==> config.mk <==
export PLATFORM = sky130hd
export DESIGN_NAME = uart_rx
export DESIGN_NICKNAME = d
export VERILOG_FILES = /design/src/rtl/uart_rx.sv
export SDC_FILE = /design/constraint.sdc
export NUM_CORES = 1
export LEC_CHECK = 0
export CAP_MARGIN = 30
export CORE_MARGIN = 3
export CORE_UTILIZATION = 30
export CTS_BUF_LIST = sky130_fd_sc_hd__clkbuf_16
export CTS_CLUSTER_DIAMETER = 50
export DETAILED_ROUTE_END_ITERATION = 10
export GPL_TIMING_DRIVEN = 0
export PLACE_DENSITY = 0.56
export SYNTH_ARGS = -nofsm -noshare
export SYNTH_HDL_FRONTEND = slang
export SYNTH_SLANG_ARGS = --single-unit
==> constraint.sdc <==
create_clock -name clk -period 2 [get_ports clk]
set_input_delay 0.4 -clock clk [delete_from_list [all_inputs] [get_ports clk]]
set_output_delay 0.4 -clock clk [all_outputs]
set_load 0.02 [all_outputs]
==> src/rtl/uart_rx.sv <==
// Serial receiver for start/data/stop framing (LSB first) with a two-flop input
// synchroniser, mid-bit sampling and registered single-cycle result pulses.
module uart_rx #(
    parameter int CLKS_PER_BIT = 16,
    parameter int DATA_BITS    = 8
) (
    input  logic                 clk,
    input  logic                 rst,
    input  logic                 rx,
    output logic [DATA_BITS-1:0] data_out,
    output logic                 data_valid,
    output logic                 frame_err,
    output logic                 busy
);

    localparam int HALF  = CLKS_PER_BIT / 2;
    localparam int CNT_W = $clog2(CLKS_PER_BIT);
    localparam int IDX_W = $clog2(DATA_BITS + 1);

    localparam logic [CNT_W-1:0] CNT_MID  = CNT_W'(HALF - 1);
    localparam logic [CNT_W-1:0] CNT_LAST = CNT_W'(CLKS_PER_BIT - 1);
    localparam logic [IDX_W-1:0] IDX_LAST = IDX_W'(DATA_BITS - 1);

    typedef enum logic [2:0] {
        ST_IDLE,
        ST_START,
        ST_DATA,
        ST_STOP,
        ST_BREAK
    } state_e;

    state_e               state_q, state_d;
    logic                 rx_meta_q, rx_s_q;
    logic [CNT_W-1:0]     clk_cnt_q, clk_cnt_d;
    logic [IDX_W-1:0]     bit_idx_q, bit_idx_d;
    logic [DATA_BITS-1:0] shift_q, shift_d;
    logic [DATA_BITS-1:0] data_q, data_d;
    logic                 valid_q, valid_d;
    logic                 ferr_q, ferr_d;

    // Synchroniser resets to the idle (high) line level so reset never looks like a start bit.
    always_ff @(posedge clk or posedge rst) begin
        if (rst) begin
            rx_meta_q <= 1'b1;
            rx_s_q    <= 1'b1;
        end else begin
            // NOTE: non-blocking assignments so every flop samples pre-edge values.
            rx_meta_q <= rx;
            rx_s_q    <= rx_meta_q;
        end
    end

    always_ff @(posedge clk or posedge rst) begin
        if (rst) begin
            state_q   <= ST_IDLE;
            clk_cnt_q <= '0;
            bit_idx_q <= '0;
            shift_q   <= '0;
            data_q    <= '0;
            valid_q   <= 1'b0;
            ferr_q    <= 1'b0;
        end else begin
            state_q   <= state_d;
            clk_cnt_q <= clk_cnt_d;
            bit_idx_q <= bit_idx_d;
            shift_q   <= shift_d;
            data_q    <= data_d;
            valid_q   <= valid_d;
            ferr_q    <= ferr_d;
        end
    end

    always_comb begin
        // NOTE: every signal gets a default first, so no branch can infer a latch.
        state_d   = state_q;
        clk_cnt_d = clk_cnt_q;
        bit_idx_d = bit_idx_q;
        shift_d   = shift_q;
        data_d    = data_q;
        valid_d   = 1'b0;
        ferr_d    = 1'b0;

        unique case (state_q)
            ST_IDLE: begin
                if (!rx_s_q) begin
                    state_d   = ST_START;
                    clk_cnt_d = '0;
                    bit_idx_d = '0;
                end
            end

            // Re-check the start bit half a bit later; a high line means a glitch.
            ST_START: begin
                if (clk_cnt_q == CNT_MID) begin
                    clk_cnt_d = '0;
                    bit_idx_d = '0;
                    state_d   = rx_s_q ? ST_IDLE : ST_DATA;
                end else begin
                    clk_cnt_d = clk_cnt_q + 1'b1;
                end
            end

            ST_DATA: begin
                if (clk_cnt_q == CNT_LAST) begin
                    shift_d   = {rx_s_q, shift_q[DATA_BITS-1:1]};
                    clk_cnt_d = '0;
                    if (bit_idx_q == IDX_LAST) begin
                        state_d   = ST_STOP;
                        bit_idx_d = '0;
                    end else begin
                        bit_idx_d = bit_idx_q + 1'b1;
                    end
                end else begin
                    clk_cnt_d = clk_cnt_q + 1'b1;
                end
            end

            // Leaving at mid-stop gives half a bit of slack for back-to-back frames.
            ST_STOP: begin
                if (clk_cnt_q == CNT_LAST) begin
                    clk_cnt_d = '0;
                    if (rx_s_q) begin
                        data_d  = shift_q;
                        valid_d = 1'b1;
                        state_d = ST_IDLE;
                    end else begin
                        ferr_d  = 1'b1;
                        state_d = ST_BREAK;
                    end
                end else begin
                    clk_cnt_d = clk_cnt_q + 1'b1;
                end
            end

            ST_BREAK: begin
                if (rx_s_q) begin
                    state_d = ST_IDLE;
                end
            end

            default: begin
                state_d   = ST_IDLE;
                clk_cnt_d = '0;
                bit_idx_d = '0;
            end
        endcase
    end

    assign data_out   = data_q;
    assign data_valid = valid_q;
    assign frame_err  = ferr_q;
    assign busy       = (state_q != ST_IDLE);

endmodule

==> impl_metrics.py, run 1 <==
metrics = {
    "setup_path": {
        "critical_path_class": "reg2out",
        "arrival_ns": 1.43,
        "start_kind": "register",
        "critical_path_required_ns": 1.60,
        "reg2reg_from": "clk_cnt_q[0]",
        "crit_fanout": 16,
        "crit_path_start": "state_q[0]",
        "endpoint_kind": "output pin",
    },
    "floorplan": {
        "die_h_um": 74.5,
        "io_pins": 14,
        "placementRows": 24,
        "die_w_um": 74.5,
        "core_area_um2": 4440,
        "start_util": 0.317,
        "die_area_um2": 5550,
    },
    "clock_tree": {
        "clk_pin_slew_ns": 0.05,
        "tritoncts": "yes",
        "clk_latency_ns": 0.27,
        "ctsHoldBuffers": 0,
        "cts_root_buf": "clkbuf_16",
        "cts_sinks": 31,
        "cts_made_buffers": 5,
        "cts_buffer_depth": 2,
        "htreeDepth": 2,
    },
    "yosys": {
        "synth-seq-cells": 31,
        "synth.most_common_cell": "dfrtp_1",
        "netlist_area_um2": 1410,
        "synth_enable_flop_cells": 0,
        "yosys.area.top_type": "dfrtp_1",
        "synth_top_area_share": 0.515,
        "async_flop_share": 1.00,
        "synth_cell_type_count": 39,
        "postSynthAreaPerCell_um2": 12.7,
        "ys_warn_count": 0,
        "synth.yosys.seq_area_share": 0.552,
        "synth_flop_cell": "dfrtp_1",
        "syn-num-nets": 116,
        "synthTopCellsByCount": "dfrtp_1 (29), mux2_2 (18), inv_1 (6), nand2_1 (6)",
        "ys_top_cells_by_area": "dfrtp_1 (52%), mux2_2 (14%), dfstp_2 (3.7%)",
        "netlist_instances": 111,
    },
    "outcome": {
        "status": "complete, no violations",
    },
    "power": {
        "p_per_area_nw_per_um2": 1290,
        "irDropWorstVdd_mv": 0.469,
        "power.leakage_nw": 0.841,
    },
    "timing": {
        "setup_viol_count_final": 0,
        "maxSlewViolCount": 0,
        "rsz0062_at_grt": "false",
        "finalCritPeriodShare": 0.915,
        "relSlewSlack": 0.617,
        "layout_min_cycle_time_ns": 1.83,
        "fin_skew_ns": 0.00484,
        "max_freq_mhz": 546,
        "worst_pin_slew_ns": 0.573,
        "tns_ns": 0,
        "hold_viol_final": 0,
        "fin_ws_ns": 0.169,
    },
    "detailed_routing": {
        "num_vias": 927,
        "detail-route-antenna-nets": 0,
        "drtIter0Drc": 63,
        "first_pass_iters": 4,
        "routed_wl_mm": 2.41,
        "vias_per_cell": 5.04,
        "drc": 0,
        "wl_per_cell_um": 13.1,
    },
    "finish": {
        "final_util": 0.402,
        "stdcell_area_um2": 1790,
        "syn2layout_area_growth_pct": 26.8,
        "nNetsFinal": 136,
        "antenna_cells": 0,
        "drive_above_1_share": 0.303,
        "n_fill_cell": 432,
    },
    "place": {
        "post-dp-hpwl_mm": 1.66,
        "dpl_cell_area_um2": 1630,
        "place_congestion": 0.824,
        "place_ws_ns": -0.154,
        "io_buffers": 13,
    },
    "global_routing": {
        "antenna_found_initial": 0,
        "track_usage": 0.101,
        "grt_pass1_vias": 896,
        "grt_pass1_wl_mm": 4.08,
        "grt-ovfl-total": 0,
        "grt_max_degree": 20,
    },
    "hold_path": {
        "worst_hold_path_type": "reg2reg",
        "worstHoldStart": "rx_meta_q",
    },
    "run": {
        "drv_cap": 0,
    },
}
==> through the flow <==
step	hold slack, ns	total power (W)	cells
global route	0.359	0.00243	184
finish	0.357	0.00230	184
global placement	0.351	0.00145	176
detailed placement	0.352	0.00148	177
CTS	0.359	0.00232	184
floorplan	0.345	0.00132	111
==> layout by cell type (no fill, tap or decap), types with 2 or more instances in the layout <==
cell,n
buf_6,3
inv_1,6
clkdlybuf4s50_1,12
dfstp_2,2
nor2_1,5
o21ai_0,5
a2111oi_0,3
nand2_1,6
dfrtp_1,29
a21oi_1,2
xor2_1,2
clkbuf_16,5
ha_1,2
a31oi_1,2
mux2_2,18
==> timing repair <==
action / in CTS / in global routing
gates resized for setup: 2 / 1
endpoints found under the setup margin: 1 / 1
setup buffers: 0 / 0
==> worst paths after layout <==
check                               to  slack [ns]  cells past startpoint
max                               busy        0.17                      3
min                             rx_s_q        0.36                      0
max reg2reg                 shift_q[4]        0.20                      5
min reg2reg                     rx_s_q        0.36                      0
max in group asynchronous  data_out[1]        1.03                      3
min in group asynchronous   shift_q[5]        0.49                      2
==> power breakdown <==
part           internal (W)  leakage (nW)  switching, W
clock network      0.000579        0.0812      0.000252
registers          0.000714         0.415     0.0000740
logic              0.000310         0.344      0.000367
total               0.00160         0.841      0.000693
==> sequential cells by signal, indices dropped and copies added (netlist names) <==
| signal | count |
|---|---|
| bit_idx_q | 4 |
| clk_cnt_q | 4 |
| data_out | 8 |
| data_valid | 1 |
| frame_err | 1 |
| rx_meta_q | 1 |
| rx_s_q | 1 |
| shift_q | 8 |
| state_q | 3 |
==> worst max-delay path, stage by stage (launching register included) <==
cell and delay, ns:
dfrtp_1 0.37, buf_6 0.15, or3_2 0.47, clkbuf_2 0.17
==> final cells by class <==
cell class,count,area (µm²),share of cell area
Multi-Input combinational cell,68,558,0.312
Tap cell,52,65.1,0.0364
Clock inverter,3,38.8,0.0217
Buffer,5,46.3,0.0259
Clock buffer,5,125,0.0700
Inverter,6,22.5,0.0126
Timing Repair Buffer,14,153,0.0854
Sequential cell,31,778,0.436
==> cell families (layout without fill, tap and decap cells) <==
logic type | count (synthesis) | after routing | synth area share
adder cells (fa/ha/maj) | 2 | 2 | 0.0178
XOR/XNOR | 3 | 3 | 0.0187
AO/OA/AOI/OAI | 20 | 20 | 0.105
buffers and inverters | 12 | 33 | 0.0515
AND/OR/NAND/NOR | 24 | 24 | 0.104
flip-flops | 31 | 31 | 0.552
multiplexers | 19 | 19 | 0.151
==> per-layer routing <==
layer / track usage / up-vias / wire length, µm
li1: - / 439 / -
met1: 0.121 / 455 / 1100
met2: 0.144 / 26 / 1110
met3: 0.0473 / 7 / 127
met4: 0.0632 / 0 / 65
met5: 0 / - / 0
Note: power is estimated with default switching activity, not from simulation.
==> run 2: changes to the inputs <==
--- a/config.mk
+++ b/config.mk
@@ -13,6 +13,7 @@
 export DETAILED_ROUTE_END_ITERATION = 10
 export GPL_TIMING_DRIVEN = 0
 export PLACE_DENSITY = 0.56
+export SETUP_SLACK_MARGIN = 0.05
 export SYNTH_ARGS = -nofsm -noshare
 export SYNTH_HDL_FRONTEND = slang
 export SYNTH_SLANG_ARGS = --single-unit
==> constraint.sdc (replaced) <==
create_clock -name clk -period 2 [get_ports clk]
set_input_delay 0.2 -clock clk [delete_from_list [all_inputs] [get_ports clk]]
set_output_delay 0.2 -clock clk [all_outputs]
set_load 0.02 [all_outputs]
==> run 2 against run 1 <==
Sequential share of layout area fell by 0.091 points. Die area unchanged. Critical path type is now reg2reg. Utilization rose by 0.084 points. Critical path depth up 2. Hold slack got worse by 0.070 ns.
==> impl_metrics.py, run 2 (synthesis gave the netlist of run 1 again) <==
metrics = {
    "floorplan": {
        "core_area_um2": 4440,
        "die_w_um": 74.5,
        "placementRows": 24,
        "die_h_um": 74.5,
        "start_util": 0.317,
        "io_pins": 14,
        "die_area_um2": 5550,
    },
    "timing": {
        "max_freq_mhz": 557,
        "relSlewSlack": 0.617,
        "setup_viol_count_final": 0,
        "fin_hold_ws_ns": 0.286,
        "rsz0062_at_grt": "false",
        "layout_min_cycle_time_ns": 1.80,
        "tns_ns": 0,
        "worst_pin_slew_ns": 0.573,
        "maxSlewViolCount": 0,
        "finalCritPeriodShare": 0.898,
        "fin_skew_ns": 0.00484,
        "hold_viol_final": 0,
    },
    "setup_path": {
        "crit_fanout": 8,
        "endpoint_kind": "register",
        "critPathTopFamily": "simple AND/OR/NAND/NOR gates",
        "slowest_delay_ns": 0.39,
        "start_kind": "register",
        "cp_cell_sequence": "ha_1 > and4_1 > nor2b_1 > buf_4 > mux2_2",
        "critical_path_required_ns": 2.15,
        "path_buf_inv": 1,
        "arrival_ns": 1.95,
        "critical_path_class": "reg2reg",
        "slowest_stage": "dfrtp_1",
    },
    "power": {
        "p_comb_frac": 0.296,
        "power.leakage_nw": 0.841,
        "netSwitchingPower_w": 0.000693,
        "p_clk_frac": 0.361,
        "power_frac_seq": 0.343,
        "finalPower_w": 0.00230,
        "internal_power_w": 0.00161,
        "irDropWorstVdd_mv": 0.469,
        "p_per_area_nw_per_um2": 1280,
        "p_sw_frac": 0.301,
    },
    "detailed_routing": {
        "route.met2.wl_mm": 1.11,
        "wl_met3_um": 125,
        "num_vias": 927,
        "routed.top_layer": "met4",
        "first_pass_iters": 4,
        "routed_wl_mm": 2.40,
        "drc": 0,
        "vias_per_cell": 5.04,
        "met1_length_mm": 1.10,
        "wl_per_cell_um": 13.1,
        "drtIter0Drc": 63,
        "detail-route-antenna-nets": 0,
    },
    "run": {
        "drv_cap": 0,
    },
    "place": {
        "io_buffers": 13,
        "post-dp-hpwl_mm": 1.66,
        "place_congestion": 0.824,
    },
    "hold_path": {
        "worst_hold_path_type": "in2async",
    },
    "global_routing": {
        "grt_pass1_vias": 896,
        "grt-ovfl-total": 0,
        "track_usage": 0.101,
        "antenna_found_initial": 0,
        "grt_max_degree": 20,
        "grt_pass1_wl_mm": 4.08,
    },
    "finish": {
        "layout_common_cells": "dfrtp_1 (29), mux2_2 (18), clkdlybuf4s50_1 (12)",
        "syn2layout_area_growth_pct": 27.1,
        "drive_above_1_share": 0.295,
        "final_common_cell": "dfrtp_1",
        "antenna_cells": 0,
        "nNetsFinal": 136,
    },
    "clock_tree": {
        "cts_root_buf": "clkbuf_16",
        "cts_made_buffers": 5,
        "cts_sinks": 31,
        "htreeDepth": 2,
        "clk_latency_ns": 0.27,
        "clk_pin_slew_ns": 0.05,
        "cts_buffer_depth": 2,
        "tritoncts": "yes",
    },
    "outcome": {
        "status": "complete, no violations",
    },
}
run 2: layout make-up:
class | instances | area, µm²
Clock inverter | 3 | 38.8
Buffer | 5 | 46.3
Tap cell | 52 | 65.1
Inverter | 6 | 22.5
Clock buffer | 5 | 125
Timing Repair Buffer | 14 | 156
Sequential cell | 31 | 778
Multi-Input combinational cell | 68 | 558
Fill cell | 430 | 2650
run 2: per-layer routing:
metal  track usage  up-vias
met5             0        -
met4        0.0632        0
met1         0.121      455
met3        0.0473        7
li1              -      439
met2         0.144       26
run 2: what timing repair did:
action / CTS / global route
setup buffers: 0 / 0
hold buffers: 0 / 0
endpoints found under the hold margin: 0 / 0
resized for setup: 1 / 0
endpoints found under the setup margin: 1 / 0
run 2: power groups by stage:
stage	Combinational, W	Clock, W	Sequential, W
floorplan	0.000546	0	0.000778
global placement	0.000659	0	0.000791
detailed placement	0.000682	0	0.000793
CTS	0.000677	0.000859	0.000786
global route	0.000743	0.000894	0.000795
finish	0.000680	0.000831	0.000788
run 2: metrics by stage:
stage                     area [µm²]  worst slack [ns]  cells   util
after floorplan                 1410             0.400    111      -
after global placement          1600            0.0450    176  0.361
after detailed placement        1630            0.0463    177  0.367
after CTS                       1790             0.195    184  0.403
after global routing            1790             0.110    184  0.403
final                           1790             0.204    184  0.403
run 2: final timing paths:
| check | from | to | slack (ns) | depth (start not counted) |
|---|---|---|---|---|
| max in group asynchronous | rst | data_out[1] | 1.23 | 3 |
| max reg2reg | clk_cnt_q[0] | shift_q[4] | 0.20 | 5 |
| min in group clk | rx | rx_meta_q | 0.34 | 1 |
| max | clk_cnt_q[0] | shift_q[4] | 0.20 | 5 |
| min reg2reg | rx_meta_q | rx_s_q | 0.36 | 0 |
| min | rst | shift_q[5] | 0.29 | 2 |
==> run 3: changes to the inputs <==
--- a/config.mk
+++ b/config.mk
@@ -9,7 +9,7 @@
 export CORE_MARGIN = 3
 export CORE_UTILIZATION = 30
 export CTS_BUF_LIST = sky130_fd_sc_hd__clkbuf_16
-export CTS_CLUSTER_DIAMETER = 50
+export CTS_CLUSTER_DIAMETER = 200
 export DETAILED_ROUTE_END_ITERATION = 10
 export GPL_TIMING_DRIVEN = 0
 export PLACE_DENSITY = 0.56
==> results of run 3 <==
The final DEF is identical to that of run 2; final timing and power are the same.
